[src/rtl/mc_alu.sv]
// mc_alu: multi-cycle EX-stage ALU (and/or/add/sub in one cycle, shift-add multiply when MC_ALU_MUL_EN is defined)
module mc_alu #(
  parameter int WIDTH = 32
) (
  input  logic             clk_i,
  input  logic             rst_i,
  input  logic             valid_i,
  input  logic [3:0]       ALUCtrl_i,
  input  logic [WIDTH-1:0] data1_i,
  input  logic [WIDTH-1:0] data2_i,
  input  logic             flush_i,
  output logic             ready_o,
  output logic             valid_o,
  output logic [WIDTH-1:0] result_o,
  output logic             zero_o,
  output logic             illegal_o
);
  logic [WIDTH-1:0] r_result, w_res;
  logic r_valid, r_zero, r_illegal, w_illegal;
  // single-cycle datapath; unsupported codes yield 0 and flag illegal
  always_comb begin
    w_res = ALUCtrl_i == 4'b0000 ? data1_i & data2_i :
            ALUCtrl_i == 4'b0001 ? data1_i | data2_i :
            ALUCtrl_i == 4'b0010 ? data1_i + data2_i :
            ALUCtrl_i == 4'b0110 ? data1_i - data2_i : '0;
    w_illegal = !(ALUCtrl_i == 4'b0000 || ALUCtrl_i == 4'b0001 ||
                  ALUCtrl_i == 4'b0010 || ALUCtrl_i == 4'b0110);
  end
  assign valid_o   = r_valid;
  assign result_o  = r_result;
  assign zero_o    = r_zero;
  assign illegal_o = r_illegal;
`ifdef MC_ALU_MUL_EN
  localparam int CW = $clog2(WIDTH);
  typedef enum logic {IDLE, MUL} state_t;
  state_t r_state;
  logic [CW-1:0] r_cnt;
  logic [WIDTH-1:0] r_mcand, r_mplier, r_acc, w_acc_next;
  assign ready_o    = (r_state == IDLE);
  assign w_acc_next = r_acc + (r_mplier[0] ? r_mcand : '0);
  // FSM: single-cycle ops complete from IDLE; multiply iterates WIDTH edges in MUL with a fixed latency
  always_ff @(posedge clk_i) begin
    if (!rst_i) begin
      r_state   <= IDLE;
      r_cnt     <= '0;
      r_mcand   <= '0;
      r_mplier  <= '0;
      r_acc     <= '0;
      r_valid   <= 1'b0;
      r_illegal <= 1'b0;
      r_result  <= '0;
      r_zero    <= 1'b1;
    end else begin
      r_valid   <= 1'b0;
      r_illegal <= 1'b0;
      if (flush_i) begin
        r_state <= IDLE;
        r_cnt   <= '0;
      end else if (r_state == IDLE) begin
        if (valid_i && ALUCtrl_i == 4'b0111) begin
          r_mcand  <= data1_i;
          r_mplier <= data2_i;
          r_acc    <= '0;
          r_cnt    <= '0;
          r_state  <= MUL;
        end else if (valid_i) begin
          r_valid   <= 1'b1;
          r_illegal <= w_illegal;
          r_result  <= w_res;
          r_zero    <= (w_res == '0);
        end
      end else begin
        r_acc    <= w_acc_next;
        r_mcand  <= r_mcand << 1;
        r_mplier <= r_mplier >> 1;
        r_cnt    <= r_cnt + 1'b1;
        if (r_cnt == CW'(WIDTH - 1)) begin
          r_valid  <= 1'b1;
          r_result <= w_acc_next;
          r_zero   <= (w_acc_next == '0);
          r_state  <= IDLE;
        end
      end
    end
  end
`else
  logic w_accept;
  assign ready_o  = 1'b1;
  assign w_accept = valid_i && !flush_i;
  // every accepted code completes in one cycle; 0111 decodes as illegal here
  always_ff @(posedge clk_i) begin
    if (!rst_i) begin
      r_valid   <= 1'b0;
      r_illegal <= 1'b0;
      r_result  <= '0;
      r_zero    <= 1'b1;
    end else begin
      r_valid   <= w_accept;
      r_illegal <= w_accept && w_illegal;
      if (w_accept) begin
        r_result <= w_res;
        r_zero   <= (w_res == '0);
      end
    end
  end
`endif
endmodule

[config.mk]
export PLATFORM = sky130hd
export DESIGN_NAME = mc_alu
export DESIGN_NICKNAME = d
export VERILOG_FILES = /design/src/rtl/mc_alu.sv
export SDC_FILE = /design/constraint.sdc
export NUM_CORES = 1
export LEC_CHECK = 0
export BUFFER_PORTS_ARGS = -buffer_cell sky130_fd_sc_hd__buf_2
export CORE_MARGIN = 5
export CORE_UTILIZATION = 59
export DETAILED_ROUTE_END_ITERATION = 7
export PLACE_DENSITY = 0.82
export SLEW_MARGIN = 20
export SYNTH_ARGS = -nofsm -noshare
export SYNTH_HDL_FRONTEND = slang
export SYNTH_SLANG_ARGS = --single-unit
[constraint.sdc]
create_clock -name clk_i -period 3.8 [get_ports clk_i]
set_input_delay 0.76 -clock clk_i [delete_from_list [all_inputs] [get_ports clk_i]]
set_output_delay 0.76 -clock clk_i [all_outputs]
set_load 0.03 [all_outputs]
==> flow_metrics.py <==
metrics = {
    "timing": {
        "tns_ps": 0,
        "tightest_slew_ps": 946,
        "rsz0062_at_grt": "true",
        "drv_slew": 0,
        "fmaxAchievable_ghz": 0.271,
        "skew_ps": 0,
        "hold_slack_ps": 453,
        "setup_viol_count_final": 0,
        "slew_headroom_pct": 36.9,
        "fin_crit_sh_pct": 97.3,
        "final_hold_viol_count": 0,
        "min_period_ps": 3700,
    },
    "global_route": {
        "track_usage_pct": 35.1,
        "antenna_found_initial": 1,
        "grt_first_pass_wirelength_um": 38800,
        "grt_pass1_vias": 7901,
        "grt_max_degree": 43,
        "grt_overflow": 0,
    },
    "placed_design": {
        "dp_hpwl_um": 19200,
        "place_congestion": 1.05,
        "port_buffers": 106,
        "placedCellCount": 1323,
    },
    "synth": {
        "yosys.area.top_type": "ha_1",
        "synthesis.nets": 1170,
        "yosysWarnings": 0,
        "ys_types": 92,
        "ys_seq_area_share_pct": 10.4,
        "synth_area_leaders": "ha_1, dfxtp_1, a21oi_1",
        "synthCells": 1001,
        "synth_edf_count": 0,
        "netlist_area_um2": 6760,
        "synth-seq-cells": 35,
        "synth_top_area_share_pct": 17.6,
        "syn_avg_cell_area_um2": 6.75,
        "async_reset_ff_share_pct": 0,
        "ys.flop_type": "dfxtp_1",
    },
    "drt": {
        "wl_um": 24900,
        "num_vias": 8635,
        "drc_errors": 0,
        "drt_first_pass_iters": 6,
        "viasPerCell": 6.47,
        "drt-initial-drc-count": 1183,
        "wl_per_cell_um": 18.6,
        "postRouteAntennaNets": 0,
    },
    "setup_path": {
        "critPathMostFrequentCell": "buf_4",
        "start_kind": "input port",
        "slowest_delay_ps": 340,
        "cp.required_ps": 4000,
        "regToRegSetupSlack_ps": 3020,
        "arrival_ps": 3890,
        "crit_type": "in2reg",
        "crit_path_top_delay_cell": "fa_2",
        "worstPathCellList": "buf_2 -> ha_2 -> fa_2 -> a211o_1 -> buf_4 -> a211oi_4 -> nor3_1 -> a211oi_1 -> buf_4 -> o211ai_1 -> a21oi_1 -> o21ai_0 -> xnor2_1 -> a22oi_2 -> nand3b_1 -> o31ai_2",
        "end_kind": "flop",
        "critPathMaxFanout": 4,
    },
    "outcome": {
        "status": "completed",
    },
    "power": {
        "cellPowerDensity_nw_per_um2": 242,
        "power_mw": 2.08,
        "max-vdd-ir-drop_v": 0.000316,
        "p_leak_nw": 4.14,
    },
    "worst_hold_path": {
        "hold_path_class": "reg2reg",
    },
    "die": {
        "io_pins": 108,
        "fp.dieH_um": 117,
        "placementRows": 39,
        "initial_utilization_pct": 59.7,
        "core-area_um2": 11300,
        "die_w_um": 117,
        "die_area_um2": 13700,
    },
    "layout": {
        "stdcell_count": 1335,
        "antenna_cells": 0,
        "synthToLayoutAreaGrowth_pct": 27.0,
        "drive_above_1_share_pct": 26.0,
        "mostFrequentLayoutCell": "buf_4",
        "multiInputGateArea_um2": 5570,
        "final_cell_mix": "buf_4, buf_2, nor2_1",
        "fin_nets": 1361,
        "final_util_pct": 75.8,
        "seq_area_um2": 701,
        "nFillCells": 903,
    },
    "clocking": {
        "cts_tree": "done",
        "cts_buffer_depth": 2,
        "root_buffer": "clkbuf_16",
        "clock_sinks": 35,
        "cts_htree_levels": 2,
        "cts_buffers": 5,
        "clk_latency_ps": 280,
        "clk_pin_slew_ps": 60,
    },
    "run": {
        "maxCapViolCount": 0,
    },
}
## synth_stat cells, types with 10 or more instances
master	count
nor2_1	106
a211oi_1	29
ha_1	95
inv_1	99
buf_2	18
or3_1	10
clkbuf_1	36
a21oi_1	100
nor4_1	12
a31oi_1	13
nand2_1	84
xnor2_1	14
a21o_1	11
dfxtp_1	35
o31ai_1	10
o21a_1	13
nor3_1	28
o21ai_0	56
nand4_1	11
o211ai_1	14
nand2b_1	12
nand3_1	24
nor2b_1	12
## final cells by class
cell class / instances / share of cell area (%)
Multi-Input combinational cell: 801 / 64.9
Timing Repair Buffer: 247 / 18.5
Clock buffer: 5 / 1.46
Inverter: 102 / 4.46
Sequential cell: 35 / 8.16
Clock inverter: 2 / 0.437
Tap cell: 143 / 2.08
## flip-flops by register name (all words and copies together) (netlist names)
register and count:
illegal_o 1, result_o 32, valid_o 1, zero_o 1
## final timing paths
| kind | startpoint | end | cells after the start |
|---|---|---|---|
| max | data2_i[0] | zero_o | 16 |
| min | result_o[20] | result_o[20] | 2 |
| max reg2reg | result_o[16] | result_o[16] | 2 |
| min reg2reg | result_o[20] | result_o[20] | 2 |
## through the flow
| stage | setup slack, ps | area (µm²) |
|---|---|---|
| after detailed placement | -173 | 8240 |
| after global placement | -126 | 8240 |
| final | 103 | 8580 |
| after floorplan | 307 | 6760 |
| after CTS | 78.8 | 8400 |
| after global routing | -42.9 | 8580 |
## where the power goes
part,switching [mW],internal (mW),leakage [nW]
clock network,0.151,0.305,0.0759
logic,0.716,0.506,3.78
registers,0.0138,0.389,0.287
total,0.881,1.20,4.14
## logic make-up after synthesis
group / share of synthesized area, %
buf+inv: 9.81
other cells: 0.0555
xor+xnor: 1.81
compound gates: 34.4
flops: 10.4
mux: 1.35
simple gates: 24.0
fa+ha+maj: 18.2
## worst max-delay path, delay by kind of cell
family                   cells  cell delay [ps]
adder cells (fa/ha/maj)      2              520
AO/OA/AOI/OAI                8             1750
buffers and inverters        3              450
AND/OR/NAND/NOR              2              260
XOR/XNOR                     1              150
## metal layers
layer / global-route usage, % / part of all wire (%)
met1: 48.0 / 40
met2: 55.3 / 43
met3: 5.66 / 13
met4: 13.9 / 3.6
met5: 0 / 0.052
## timing repair
action,in CTS,in global routing
resized for setup,0,28
hold buffers,0,0
setup buffers,0,5
setup endpoints to repair,0,6
Note: power is estimated with default switching activity, not from simulation.
